--- src/rtl/mux_sched_pkg.sv ---
// rtl/mux_sched_pkg.sv - shared constants and state encoding for the 16-way mux scheduler
package mux_sched_pkg;

    localparam int NUM_REQ = 16;
    localparam int SEL_W   = 4;

    typedef enum logic {
        ST_IDLE  = 1'b0,
        ST_GRANT = 1'b1
    } state_t;

endpackage

--- src/rtl/rr_pick16.sv ---
// rtl/rr_pick16.sv - combinational round-robin picker: first set bit at or after ptr, wrapping
module rr_pick16
    import mux_sched_pkg::*;
(
    input  logic [NUM_REQ-1:0] cand,
    input  logic [SEL_W-1:0]   ptr,
    output logic               found,
    output logic [SEL_W-1:0]   idx
);

    logic [SEL_W-1:0] pos;

    // 4-bit addition wraps 15 -> 0 on its own
    always_comb begin
        found = 1'b0;
        idx   = ptr;
        pos   = '0;
        for (int i = 0; i < NUM_REQ; i++) begin
            pos = ptr + SEL_W'(i);
            if (!found && cand[pos]) begin
                found = 1'b1;
                idx   = pos;
            end
        end
    end

endmodule

--- src/rtl/mux16_rr_sched.sv ---
// rtl/mux16_rr_sched.sv - round-robin owner of a 16:1 mux with a per-grant hold limit
module mux16_rr_sched
    import mux_sched_pkg::*;
#(
    parameter int MAX_HOLD = 8,
    parameter int HOLD_W   = 8
) (
    input  logic               clk,
    input  logic               rst,
    input  logic [NUM_REQ-1:0] req,
    output logic [NUM_REQ-1:0] gnt,
    output logic               gnt_valid,
    output logic [SEL_W-1:0]   sel
);

    localparam logic [HOLD_W-1:0] HOLD_MAX = HOLD_W'(MAX_HOLD);

    state_t             state, state_nxt;
    logic [SEL_W-1:0]   ptr, ptr_nxt, sel_nxt, win;
    logic [HOLD_W-1:0]  cnt, cnt_nxt;
    logic [NUM_REQ-1:0] gnt_nxt, cand;
    logic               valid_nxt, found, keep;

    // Owner's own request stays in the mask: on release it is already low, and on
    // expiry ptr = owner+1 places it last in the scan.
    assign cand = req;
    assign keep = (state == ST_GRANT) && req[sel] && (cnt < HOLD_MAX);

    rr_pick16 u_pick (
        .cand  (cand),
        .ptr   (ptr),
        .found (found),
        .idx   (win)
    );

    always_comb begin
        state_nxt = state;
        ptr_nxt   = ptr;
        cnt_nxt   = cnt;
        sel_nxt   = sel;
        gnt_nxt   = gnt;
        valid_nxt = gnt_valid;
        if (keep) begin
            cnt_nxt = cnt + HOLD_W'(1);
        end else if (found) begin
            state_nxt = ST_GRANT;
            ptr_nxt   = win + SEL_W'(1);
            cnt_nxt   = HOLD_W'(1);
            sel_nxt   = win;
            gnt_nxt   = NUM_REQ'(1) << win;
            valid_nxt = 1'b1;
        end else begin
            // sel deliberately left alone so the mux output stays stable while idle
            state_nxt = ST_IDLE;
            gnt_nxt   = '0;
            valid_nxt = 1'b0;
        end
    end

    always_ff @(posedge clk) begin
        if (rst) begin
            state     <= ST_IDLE;
            ptr       <= '0;
            cnt       <= '0;
            sel       <= '0;
            gnt       <= '0;
            gnt_valid <= 1'b0;
        end else begin
            state     <= state_nxt;
            ptr       <= ptr_nxt;
            cnt       <= cnt_nxt;
            sel       <= sel_nxt;
            gnt       <= gnt_nxt;
            gnt_valid <= valid_nxt;
        end
    end

endmodule
--- config.mk ---
export PLATFORM = sky130hd
export DESIGN_NAME = mux16_rr_sched
export DESIGN_NICKNAME = d
export VERILOG_FILES = /design/src/rtl/mux_sched_pkg.sv /design/src/rtl/rr_pick16.sv /design/src/rtl/mux16_rr_sched.sv
export SDC_FILE = /design/constraint.sdc
export NUM_CORES = 1
export LEC_CHECK = 0
export CAP_MARGIN = 25
export CELL_PAD_IN_SITES_DETAIL_PLACEMENT = 0
export CELL_PAD_IN_SITES_GLOBAL_PLACEMENT = 1
export CORE_UTILIZATION = 49
export CTS_BUF_LIST = sky130_fd_sc_hd__clkbuf_16
export DETAILED_ROUTE_END_ITERATION = 10
export HOLD_SLACK_MARGIN = 0.06
export PLACE_DENSITY = 0.94
export SETUP_SLACK_MARGIN = 0.02
export SYNTH_ARGS = -nofsm -noshare
export SYNTH_HDL_FRONTEND = slang
export SYNTH_HIERARCHICAL = 1
export SYNTH_SLANG_ARGS = --single-unit
--- constraint.sdc ---
create_clock -name clk -period 12.25 [get_ports clk]
set_input_delay 1.8375 -clock clk [delete_from_list [all_inputs] [get_ports clk]]
set_output_delay 1.8375 -clock clk [all_outputs]
set_load 0.05 [all_outputs]
[After elaboration in Yosys (flattened, before gate mapping)]
Index checks and enable logic that the tools add are counted.
Word-level totals
  register bits after elaboration: 33
  input bits: 18
Cells by class
  add/sub/neg operators: 17
  magnitude comparators: 18
  shift-type cells: 1
  muxes and demuxes: 69
  bitwise logic cells: 1
  reduce and logical (&&, ||, !) cells: 34
Operators by type and width (number)
  $lt 4x5->1 const B: 17
  $bmux 1 s4: 17
  $mux 4: 15
  $mux 1: 34
  $add 4x4->4 const B: 8
  $logic_and 1x1->1: 17
  $add 4x3->4 const B: 4
  $mux 16: 1
  $mux 8: 2
  $shl 1x4->16 const A: 1
  $logic_not 1->1: 15
  $add 4x1->4 const B: 2
  $add 4x2->4 const B: 2
  $add 8x1->8 const B: 1
  $lt 8x4->1 const B: 1
  $reduce_and 2->1: 1
  $reduce_bool 2->1: 1
  $not 1->1: 1

[Longest topological paths before layout]
  depth after elaboration: 50
  mapped depth: 22

[Cells and area by module]
The synthesis kept the hierarchy.
By module, submodules not included
  rr_pick16: times used 1, cells each 254, area each 2331.0 sq um, sequential area each 0.0 sq um
  mux16_rr_sched: times used 1, cells each 186, area each 1665.3 sq um, sequential area each 660.6 sq um

[Worst setup path after synthesis]
No wires, ideal clock.
  path type: input port to flip-flop
  start point: input req[7]
  end point: register gnt[4]
  library setup time: 0.132 ns
  arrival time: 5.607 ns
  setup slack: 6.511 ns
  stages: 15
  path buffers: 1
  path through: mux4_1 > mux2_2 > mux2_4 > or4_4 > or4_4 > buf_6 > or3_1 > nand4_1 > nor2_1 > xnor2_1 > inv_1 > ha_1 > and3_1 > nand3_1 > a21oi_1
Between the ends
  word-level cells in the longest chain between the ends: 50
  elaborated cells on any way between the ends: 99
  classes of those cells: 1 x shift; 66 x mux; 32 x reduce/logical
Ends and longest elaborated chain
  start, declared: RTL line mux16_rr_sched.sv:10  | input logic [NUM_REQ-1:0] req,
  $bmux 1 s4: RTL line rr_pick16.sv:20  | if (!found && cand[pos]) begin
  $mux 1 (not written as such): RTL line rr_pick16.sv:20
  $mux 1: RTL line rr_pick16.sv:20
  $logic_not 1->1: RTL line rr_pick16.sv:20
  $logic_and 1x1->1: RTL line rr_pick16.sv:20
  $mux 1: RTL line rr_pick16.sv:20
  $logic_not 1->1: RTL line rr_pick16.sv:20
  $logic_and 1x1->1: RTL line rr_pick16.sv:20
  (+35 left out)
  $logic_and 1x1->1: RTL line rr_pick16.sv:20
  $mux 1: RTL line rr_pick16.sv:20
  $logic_not 1->1: RTL line rr_pick16.sv:20
  $logic_and 1x1->1: RTL line rr_pick16.sv:20
  $mux 4 *: RTL line rr_pick16.sv:20
  net win[0]: RTL line mux16_rr_sched.sv:19  | logic [SEL_W-1:0] ptr, ptr_nxt, sel_nxt, win;
  $shl 1x4->16 *: RTL line mux16_rr_sched.sv:50  | gnt_nxt = NUM_REQ'(1) << win;
  $mux 16 *: RTL line mux16_rr_sched.sv:45  | end else if (found) begin
  end signal, assigned: RTL line mux16_rr_sched.sv:73  | gnt <= gnt_nxt;
  end, declared: RTL line mux16_rr_sched.sv:11  | output logic [NUM_REQ-1:0] gnt,
The timed path passes the listed nets; every way through them passes the cells marked *. The select of a mux whose other input is x is not followed.
A chain may end at the register's enable or synchronous reset.

[Worst setup path after layout]
  start point: input req[12]
  end point: register gnt[5]
Between the ends
  elaborated cells on any way between the ends: 99
  classes of those cells: 1 x shift; 66 x mux; 32 x reduce/logical
RTL lines
  $bmux 1 s4: RTL line rr_pick16.sv:20
  $mux 1 (not written as such): RTL line rr_pick16.sv:20
  $mux 1: RTL line rr_pick16.sv:20
  $logic_not 1->1: RTL line rr_pick16.sv:20
  $logic_and 1x1->1: RTL line rr_pick16.sv:20
  $mux 1: RTL line rr_pick16.sv:20
  $logic_not 1->1: RTL line rr_pick16.sv:20
  $logic_and 1x1->1: RTL line rr_pick16.sv:20
  (+34 left out)
  $logic_not 1->1: RTL line rr_pick16.sv:20
  $logic_and 1x1->1: RTL line rr_pick16.sv:20
  $mux 1: RTL line rr_pick16.sv:20
  $logic_not 1->1: RTL line rr_pick16.sv:20
  $logic_and 1x1->1: RTL line rr_pick16.sv:20
  $mux 1 *: RTL line rr_pick16.sv:20
  net found: RTL line mux16_rr_sched.sv:22  | logic valid_nxt, found, keep;
  $mux 16 *: RTL line mux16_rr_sched.sv:45
Marked as above.

==> metrics.yaml <==
status: "completed"
hold_path_end: "cnt[6]$_SDFFE_PP0P_"
cp-end-kind: "flop"
startpoint_type: "input port"
hold_path_class: "flop to flop"
cts_buffer_depth: 2
drt-total-wl_mm: 11.3
use_met3: 0.0443
ys.flop_type: "dfxtp_1"
required_ns: 12.35
rsz0062_at_grt: "false"
crit_path_top_delay_cell: "or4b_2"
gr-usage-met1: 0.397
path_cells: "clkdlybuf4s50_1, mux4_2, mux2_2, mux2_2, or4_4, or4_4, or4b_2, inv_1, nor2_1, and3_1, nand3_1, a21oi_1"
clkTransAtPathRegs_ns: 0.05
cts.repair.resized: 0
holdPathStages: 1
grt_busiest_layer: "met2"
die_w_um: 92.3
io_buffers: 38
clock.fmax_mhz: 153
syn_area_sq_um: 4000
drc_errors: 0
root_buffer: "clkbuf_16"
r2r-start: "ptr[1]$_SDFFE_PP0P_"
min_period_ns: 6.56
cap_violations: 0
ctsHoldBuffers: 0
final_cells: 563
ys_ff_latch: 33
cts-buffers-inserted: 5
hold_violations: 0
synth-edff-count: 0
dpl.hpwl_mm: 8.12
critical_path_peak_fanout: 12
track_usage: 0.269
synth_nets: 472
vias: 3905
clock_sinks: 33
tightest_slew_ns: 1.08
grt_pass1_wl_mm: 18.5
grt_pass1_vias: 3574
grt_remaining_overflow: 0
setup_violations: 0
initial_utilization: 0.512
yosysSeqAreaShare: 0.165
clock_latency_ns: 0.27
syn_avg_cell_area_sq_um: 9.08
antenna_cells: 0
num_rows: 32
grt_max_degree: 36
arrival_ns: 6.66
fp.dieH_um: 92.3
htree_levels: 2
dieArea_sq_um: 8520
crit_buf_inv: 2
cpPeakStageDelay_ns: 0.82
ios: 39
hp-start: "cnt[6]$_SDFFE_PP0P_"
postSynthCellCount: 440
cts_setup_buffers: 0
ys_warn_count: 6
fin_tns_setup_ns: 0
synth_top_area_share: 0.165
antenna_found_initial: 0
yosys.area.top_type: "dfxtp_1"
fin_nets: 492
critPathKind: "input port to flop"
placedCellCount: 553
design.core.area_sq_um: 7810
ant_nets: 0
gp_congestion: 0.961
area.growth.synth_to_final_pct: 13.1
drt_first_iter_violations: 445
wire_per_inst_um: 20.1
slew_headroom: 0.278
drv_slew: 0
cts_tree: "done"
drtPass1Iterations: 5
critPathTopFamily: "simple AND/OR/NAND/NOR gates"
synth_area_leaders: "dfxtp_1, mux4_2, mux2i_1"
async_flop_share: 0
r2r_slack_ns: 5.71
r2r_end: "gnt[5]$_SDFFE_PP0N_"
via_per_inst: 6.94
met2_usage: 0.419
clock_skew_ns: 0.00316
rr_worst_depth: 14
fin_crit_sh: 0.535
synth_cell_types: 72
drive_above_1_share: 0.150
worst reg2reg max path, delay by kind of cell, from the launching register on:
kind,cells,cell delay [ns]
multiplexers,3,1.33
flip-flops,1,0.30
AO/OA/AOI/OAI,1,0.10
adder cells (fa/ha/maj),1,0.96
AND/OR/NAND/NOR,6,2.52
buffers and inverters,3,1.15
flip-flops by register name, indices dropped and copies added (netlist names):
register and cells:
state 1, sel 4, ptr 4, gnt 16
cnt 8
routing by layer:
layer	vias up	wire, um
li1	1781	-
met1	1901	5280
met2	205	5080
met3	18	858
met4	0	104
met5	-	0
metrics by stage:
step / cell area (sq um) / setup slack, ns / util / hold WS [ns]
2_1_floorplan: 4000 / 6.51 / - / 0.431
3_3_place_gp: 4330 / 5.41 / 0.555 / 0.445
3_5_place_dp: 4330 / 5.40 / 0.555 / 0.451
4_1_cts: 4500 / 5.66 / 0.576 / 0.465
5_1_grt: 4520 / 5.47 / 0.579 / 0.493
6_report: 4520 / 5.69 / 0.579 / 0.463
Yosys cell counts (3+ instances only):
cell type and count:
a21oi_1 39, xnor2_1 6, buf_2 6, and3_1 3, nand4_1 24, o2111ai_1 3
a21boi_0 3, mux4_1 9, nand2b_1 5, a22o_1 3, mux2i_1 28, a211o_1 3
nand3_1 9, dfxtp_1 33, or2_2 4, mux2_2 15, o31ai_1 5, o21ai_0 22
ha_1 14, a32o_1 3, mux4_2 20, a211oi_1 7, nand2_1 17, inv_1 12
a221oi_1 3, a31oi_1 4, buf_4 4, o22ai_1 5, nor3_1 11, buf_6 6
nor2b_1 8, xor2_1 6, nor2_1 24, and2_1 9, or3_1 4, a22oi_1 6
clkbuf_1 12
cell families (layout without fill, tap and decap cells):
kind of cell / Yosys count / count (layout) / share of synthesized area
compound gates: 126 / 126 / 0.209
simple gates: 134 / 134 / 0.195
buf+inv: 45 / 66 / 0.0632
mux: 76 / 76 / 0.297
xor+xnor: 12 / 12 / 0.0263
flops: 33 / 33 / 0.165
fa+ha+maj: 14 / 14 / 0.0438
placed cells by master, fill, tap and decap left out, types with 4 or more instances in the layout:
cell type and instances:
nand2b_1 5, ha_1 14, o21ai_0 22, and2_1 9, o31ai_1 5, mux2_2 15
a211oi_1 7, nand3_1 9, a21oi_1 39, xnor2_1 6, o22ai_1 5, nand2_1 17
a31oi_1 4, nor2b_1 8, mux4_1 9, clkbuf_16 5, mux4_2 20, nand4_1 24
nor3_1 11, dfxtp_1 33, or2_2 4, xor2_1 6, a22oi_1 6, inv_1 13
nor2_1 24, clkdlybuf4s50_1 38, buf_4 4, mux2i_1 28, or3_1 4
final cells by class:
type,count,area (sq um)
Sequential cell,33,661
Inverter,14,52.6
Fill cell,675,3290
Clock buffer,5,125
Multi-Input combinational cell,362,3080
Timing Repair Buffer,44,433
Tap cell,102,128
Clock inverter,3,37.5
worst max path at each step:
stage | startpoint | endpoint | slack [ns] | depth (start not counted)
detailed placement | req[12] | gnt[11]$_SDFFE_PP0N_ | 5.40 | 14
global route | ptr[1]$_SDFFE_PP0P_ | gnt[4]$_SDFFE_PP0N_ | 5.47 | 17
finish | req[12] | gnt[5]$_SDFFE_PP0N_ | 5.69 | 12
global placement | req[7] | gnt[3]$_SDFFE_PP0N_ | 5.41 | 14
CTS | req[12] | gnt[11]$_SDFFE_PP0N_ | 5.66 | 14
floorplan | req[7] | gnt[4]$_SDFFE_PP0N_ | 6.51 | 15
Power is left out: the tool's default activity adds up to more than one toggle a clock period on the data nets, which glitch-free logic cannot reach.
